File: src/rtl/seg7_pkg.sv
// Shared seven-segment constants: active-low segment patterns {g,f,e,d,c,b,a}
// and active-low anode selects for the four-digit scan.
package seg7_pkg;

  localparam logic [6:0] SEG_BLANK = 7'b1111111;
  localparam logic [6:0] SEG_DASH  = 7'b0111111;

  localparam logic [6:0] SEG_DIGIT [0:9] = '{
    7'b1000000, 7'b1111001, 7'b0100100, 7'b0110000, 7'b0011001,
    7'b0010010, 7'b0000010, 7'b1111000, 7'b0000000, 7'b0010000
  };

  localparam logic [3:0] AN_OFF = 4'b1111;

  localparam logic [3:0] AN_SEL [0:3] = '{
    4'b1110, 4'b1101, 4'b1011, 4'b0111
  };

endpackage

File: src/rtl/bcd_to_seg7.sv
// Combinational BCD to active-low seven-segment decoder; non-BCD codes
// render as a dash so corrupted time values are visible rather than hidden.
module bcd_to_seg7
  import seg7_pkg::*;
(
  input  logic [3:0] bcd,
  output logic [6:0] seg
);

  // Digit pattern lookup with dash for 10..15
  always_comb begin
    seg = SEG_DASH;
    case (bcd)
      4'd0:    seg = SEG_DIGIT[0];
      4'd1:    seg = SEG_DIGIT[1];
      4'd2:    seg = SEG_DIGIT[2];
      4'd3:    seg = SEG_DIGIT[3];
      4'd4:    seg = SEG_DIGIT[4];
      4'd5:    seg = SEG_DIGIT[5];
      4'd6:    seg = SEG_DIGIT[6];
      4'd7:    seg = SEG_DIGIT[7];
      4'd8:    seg = SEG_DIGIT[8];
      4'd9:    seg = SEG_DIGIT[9];
      default: seg = SEG_DASH;
    endcase
  end

endmodule

File: src/rtl/seg_scan_driver.sv
// Four-digit multiplexed display driver: captures the HH:MM frame at scan
// wrap, applies flash/blink/leading-zero blanking and registers an/seg/dp.
module seg_scan_driver
  import seg7_pkg::*;
#(
  parameter bit LZ_BLANK = 1'b1
) (
  input  logic        clk,
  input  logic        rst,
  input  logic [1:0]  scan_sel,
  input  logic [15:0] bcd_time,
  input  logic [3:0]  blink_mask,
  input  logic        alarm_ring,
  input  logic        colon_en,
  input  logic        half_tick,
  output logic [3:0]  an,
  output logic [6:0]  seg,
  output logic        dp
);

  logic [15:0] frame_r;
  logic [1:0]  prev_sel_r;
  logic        phase_r;

  logic [3:0]  nibble_s;
  logic [6:0]  dec_s;
  logic        blank_s;
  logic [3:0]  an_s;
  logic [6:0]  seg_s;
  logic        dp_s;

  // Frame capture only on the 3->0 wrap so a frame is never torn mid-scan
  always_ff @(posedge clk or posedge rst) begin
    if (rst) begin
      frame_r    <= 16'h0000;
      prev_sel_r <= 2'd0;
      phase_r    <= 1'b1;
    end else begin
      prev_sel_r <= scan_sel;
      if ((prev_sel_r == 2'd3) && (scan_sel == 2'd0)) begin
        frame_r <= bcd_time;
      end
      if (half_tick) begin
        phase_r <= ~phase_r;
      end
    end
  end

  // Select the nibble addressed by the scan counter
  always_comb begin
    nibble_s = frame_r[3:0];
    case (scan_sel)
      2'd0:    nibble_s = frame_r[3:0];
      2'd1:    nibble_s = frame_r[7:4];
      2'd2:    nibble_s = frame_r[11:8];
      2'd3:    nibble_s = frame_r[15:12];
      default: nibble_s = frame_r[3:0];
    endcase
  end

  bcd_to_seg7 u_dec (
    .bcd (nibble_s),
    .seg (dec_s)
  );

  // Blanking sources all yield the same dark slot, so they are simply ORed
  always_comb begin
    blank_s = (alarm_ring && !phase_r)
           || (blink_mask[scan_sel] && !phase_r)
           || (LZ_BLANK && (scan_sel == 2'd3) && (frame_r[15:12] == 4'd0));
    an_s  = AN_OFF;
    seg_s = SEG_BLANK;
    dp_s  = 1'b1;
    if (!blank_s) begin
      an_s  = AN_SEL[scan_sel];
      seg_s = dec_s;
      dp_s  = ~((scan_sel == 2'd2) && colon_en && phase_r);
    end else begin
      an_s  = AN_OFF;
      seg_s = SEG_BLANK;
      dp_s  = 1'b1;
    end
  end

  // Output registers
  always_ff @(posedge clk or posedge rst) begin
    if (rst) begin
      an  <= AN_OFF;
      seg <= SEG_BLANK;
      dp  <= 1'b1;
    end else begin
      an  <= an_s;
      seg <= seg_s;
      dp  <= dp_s;
    end
  end

endmodule

File: config.mk
export PLATFORM = sky130hd
export DESIGN_NAME = seg_scan_driver
export DESIGN_NICKNAME = d
export VERILOG_FILES = /design/src/rtl/seg7_pkg.sv /design/src/rtl/bcd_to_seg7.sv /design/src/rtl/seg_scan_driver.sv
export SDC_FILE = /design/constraint.sdc
export NUM_CORES = 1
export LEC_CHECK = 0
export CAP_MARGIN = 10
export CORE_MARGIN = 1
export CORE_UTILIZATION = 52
export DETAILED_ROUTE_END_ITERATION = 12
export HOLD_SLACK_MARGIN = 0.03
export PLACE_DENSITY = 0.95
export SETUP_SLACK_MARGIN = 0.05
export SKIP_CTS_REPAIR_TIMING = 1
export SYNTH_ARGS = -nofsm -noshare
export SYNTH_HDL_FRONTEND = slang
export SYNTH_HIERARCHICAL = 1
export SYNTH_SLANG_ARGS = --single-unit
File: constraint.sdc
create_clock -name clk -period 4 [get_ports clk]
set_input_delay 0.8 -clock clk [delete_from_list [all_inputs] [get_ports clk]]
set_output_delay 0.8 -clock clk [all_outputs]
set_load 0.01 [all_outputs]
After elaboration in Yosys (flattened, before gate mapping) --
Memories as Yosys holds them, arrays and structs flattened. Index checks and enable logic that the tools add are counted.
Storage, ports and cells: register bits 31, latch bits 0, memory bits (writable) 0, ROM bits 112, input port bits 27, output and inout port bits 12, word-level logic and storage cells 36, memories kept 1
Operators by class: add/sub/neg operators 0, multipliers 0, divide/modulo/power cells 0, order comparisons 2, eq/ne operators 4, shift operators 0, multiplexer cells 9, bitwise operators 3, reductions and logical operators 11
Memories:
- (no name shown) | words 16, width 7, read ports 1, clocked after Yosys merged registers in 0, write ports 0, line bcd_to_seg7.sv:13 | case (bcd)
Operators with widths (number):
- 4-bit one-hot mux with 4 select lines | 1
- 4-bit two-way mux | 3
- 4-bit binary-select mux with 2-bit select | 1
- 7-bit two-way mux | 1
- 2-bit equality test, second input constant | 3
- 1-bit logical AND | 6
- 4-bit logical NOT | 1
- 3-bit >= comparator, second input constant | 1
- 2-bit by 3-bit less-than comparator with 1-bit output, second input constant | 1
- 2-bit inverter with 3-bit output | 1
- 1-bit binary-select mux with 2-bit select | 1
- 2-bit by 1-bit equality test with 1-bit output, second input constant | 1
- 2-bit logical NOT | 1
- 1-bit logical OR | 2
- 1-bit two-way mux | 2
- 1-bit inverter | 2
- 1-bit logical NOT | 1

Depth between registers and ports, before layout --
depth after elaboration 6, depth in mapped cells 7

By module --
The synthesis kept the hierarchy.
Modules (own cells, without submodules):
- seg_scan_driver | times used 1, cells an instance 81, area an instance 1310.0 um^2, seq. area each 792.0 um^2
- bcd_to_seg7 | times used 1, cells an instance 31, area an instance 240.2 um^2, seq. area each 0.0 um^2

Least setup slack after synthesis --
No wires, ideal clock.
path type in2reg, from in scan_sel[0], to reg seg[1], setup time 0.087 ns, data arrival time 2.152 ns, required time 3.913 ns, path slack 1.760 ns, stages on the path 7, path buffers 1, path through buf_4 -> mux4_2 -> inv_1 -> ha_1 -> nor2_1 -> nor2_1 -> nand3b_1
Between the ends: elaborated cells between the ends (all ways) 13, classes of those cells eq/ne (3); mux (4); reduce/logical (5); memory (1)
RTL lines:
- start, declared | line seg_scan_driver.sv:10 | input logic [1:0] scan_sel,
- 2-bit equality test, or another cell as far along | line seg_scan_driver.sv:52 | case (scan_sel)
- 4-bit one-hot mux with 4 select lines (*) | line seg_scan_driver.sv:52
- net nibble_s[1] | line seg_scan_driver.sv:25 | logic [3:0] nibble_s;
- memory read 16 x 7 bit (*)
- net dec_s[1] | line seg_scan_driver.sv:26 | logic [6:0] dec_s;
- 7-bit two-way mux (*) | line seg_scan_driver.sv:74 | if (!blank_s) begin
- net seg_s[1] | line seg_scan_driver.sv:29 | logic [6:0] seg_s;
- end signal, assigned | line seg_scan_driver.sv:93 | seg <= seg_s;
- end, declared | line seg_scan_driver.sv:17 | output logic [6:0] seg,
Mark *: on every way through the listed nets, which the timed path passes. The rest lies on a longest branch. The select of a mux whose other input is x is not followed. A chain may end at the register's enable or synchronous reset.

Worst setup path after layout --
Ends and elaborated chain as after synthesis.

==> impl_metrics.yaml <==
pwr:
  combPwrFrac: 0.368
  peakVddDrop_uv: 384
  leakage_uw: 0.000849
  power_frac_seq: 0.468
  swShare: 0.285
  clock_power_share: 0.164
  switching_power_uw: 285
  p_int_uw: 714
  power.density_mw_per_mm2: 504
finish:
  nFillCells: 219
  final_nets: 183
  drive_gt1_frac: 0.283
  final_common_cell: "clkdlybuf4s50_1"
  diodes: 0
  mostFrequentLayoutCells: "38 x clkdlybuf4s50_1, 18 x dfrtp_1, 13 x dfstp_2, 10 x mux2_4, 9 x nand3b_1"
  register_area_um2: 792
  synthToLayoutAreaGrowth_pct: 27.8
  multi_input_area_um2: 674
grt:
  grt_pass1_wl_mm: 4.75
  first_global_vias: 1035
  grt_max_degree: 32
  grt_antenna_before_repair: 0
  grtUsageTotal: 0.200
  grt_overflow: 0
sta:
  clock_skew_ns: 0.00901
  timing.final.ws_setup_ns: 1.25
  hold_viol: 0
  rsz0062_at_grt: "no"
  worstMarginPinSlew_ns: 0.560
  post-route-period-util: 0.687
  fmax_mhz: 364
  finalSetupTns_ns: 0
  timing.slew.headroom: 0.626
  report.final.slew_viol_count: 0
  setup_viol: 0
  period_needed_ns: 2.75
floorplan:
  fp.dieW_um: 56.6
  core_area_mm2: 0.00278
  chipHeight_um: 56.6
  ios: 39
  initial_core_util: 0.557
  dieArea_mm2: 0.00320
  rows: 19
place:
  io_buffers: 38
  place.gp.congestion: 0.855
  place_ws_ns: 0.900
  place_hpwl_mm: 1.99
clocking:
  clk-insertion-delay-late_ns: 0.32
  root_buffer: "clkbuf_4"
  htree_levels: 2
  cts_tree: "yes"
  cts.clk_slew.worst_paths_ns: 0.09
  clockBufferDepth: 2
  clkSinkCount: 31
  numCtsBuffers: 5
min_path:
  hold_path_startpoint: "phase_r"
  holdPathStages: 1
  hold_end: "dp"
  min_path_type: "reg -> reg"
critical_path:
  required_ns: 4.24
  r2r_cells: 6
  worstSetupPathType: "in -> reg"
  ff2ff_setup_slack_ns: 2.25
  cp.arrival_ns: 2.99
  rr_endpoint: "seg[1]"
  critPathCaptureType: "register"
  critPathLaunchType: "input port"
  r2r_start: "frame_r[13]"
  path_max_fanout: 13
synth:
  synth_cells: 112
  ys_warn_count: 6
  synth_fp_nets: 144
  avgSynthCellArea_um2: 13.8
  netlist_area_mm2: 0.00155
  synth_seq_cells: 31
  synth_edf_count: 0
  async_flop_share: 1.00
  ys.flop_type: "dfrtp_1"
  ys_types: 35
  ys_seq_area_frac: 0.511
routing:
  drt_iter0_markers: 16
  ant_nets: 0
  post_drt_wl_per_cell_um: 14.7
  wl_mm: 2.70
  drc: 0
  vias: 983
  drt-pass1-iter-count: 4
  via_per_inst: 5.37
run:
  cap_violations: 0
run_status:
  status: "finished, final reports clean"
state kept, by name, indices dropped and copies added (netlist names):
name and count:
an 4, seg 7, phase_r 1, prev_sel_r 2, frame_r 16, dp 1
power by group through the flow:
stage / logic (µW) / clock network, µW / registers [µW]
after detailed placement: 363 / 0 / 475
after floorplan: 221 / 0 / 485
after CTS: 367 / 173 / 469
final: 368 / 164 / 468
after global routing: 405 / 193 / 478
after global placement: 348 / 0 / 469
cell families after synthesis:
family | Yosys count | synth area share
buffers and inverters | 12 | 0.0541
XOR/XNOR | 1 | 0.00565
flip-flops | 31 | 0.511
AO/OA/AOI/OAI | 12 | 0.0500
AND/OR/NAND/NOR | 29 | 0.128
adder cells (fa/ha/maj) | 5 | 0.0404
multiplexers | 22 | 0.211
how the worst max path moves through the flow:
stage | to | start | slack (ns)
floorplan | seg[1] | scan_sel[0] | 1.76
global placement | seg[1] | scan_sel[0] | 0.98
detailed placement | seg[1] | scan_sel[0] | 0.90
CTS | seg[1] | scan_sel[0] | 1.25
global route | seg[1] | scan_sel[0] | 1.06
finish | seg[1] | scan_sel[0] | 1.25
cell usage after synthesis (all sizes together), types with 2 or more instances:
cell type | n | share of area
nor2b | 2 | 0.013
inv | 5 | 0.012
a21oi | 2 | 0.0065
mux2 | 16 | 0.14
buf | 7 | 0.042
and3 | 2 | 0.011
dfstp | 13 | 0.22
a31oi | 2 | 0.0081
a21o | 2 | 0.0097
nand3 | 2 | 0.0065
dfrtp | 18 | 0.29
mux2i | 2 | 0.013
nand3b | 9 | 0.044
and2b | 2 | 0.011
a22oi | 2 | 0.0097
o21ai | 2 | 0.0065
nor2 | 3 | 0.0073
ha | 5 | 0.040
mux4 | 4 | 0.058
nand2 | 3 | 0.0073
per-layer routing:
layer / wire, µm / track usage / vias up / part of all wire
li1: - / - / 470 / -
met1: 1100 / 0.243 / 465 / 0.41
met2: 1380 / 0.333 / 43 / 0.51
met3: 164 / 0.0507 / 5 / 0.061
met4: 48 / 0.0941 / 0 / 0.018
met5: 0 / 0 / - / 0
worst max-delay path, stage by stage:
cell	delay (ns)
clkdlybuf4s50_1	0.82
mux4_2	0.68
inv_1	0.14
ha_1	0.25
nor2_1	0.10
nor2_1	0.05
nand3b_1	0.15
stage by stage:
stage,instances,utilization,hold slack [ns],total power (µW),cell area [µm²]
floorplan,112,-,0.451,706,1550
global placement,174,0.685,0.463,817,1900
detailed placement,174,0.685,0.474,838,1900
CTS,182,0.703,0.496,1010,1950
global route,183,0.713,0.515,1080,1980
finish,183,0.713,0.492,1000,1980
area by class of cell:
class / instances / area share
Clock buffer: 7 / 0.0227
Clock inverter: 1 / 0.00253
Inverter: 5 / 0.00947
Multi-Input combinational cell: 69 / 0.340
Sequential cell: 31 / 0.400
Tap cell: 31 / 0.0196
Timing Repair Buffer: 39 / 0.206
Note: power is estimated with default switching activity, not from simulation.
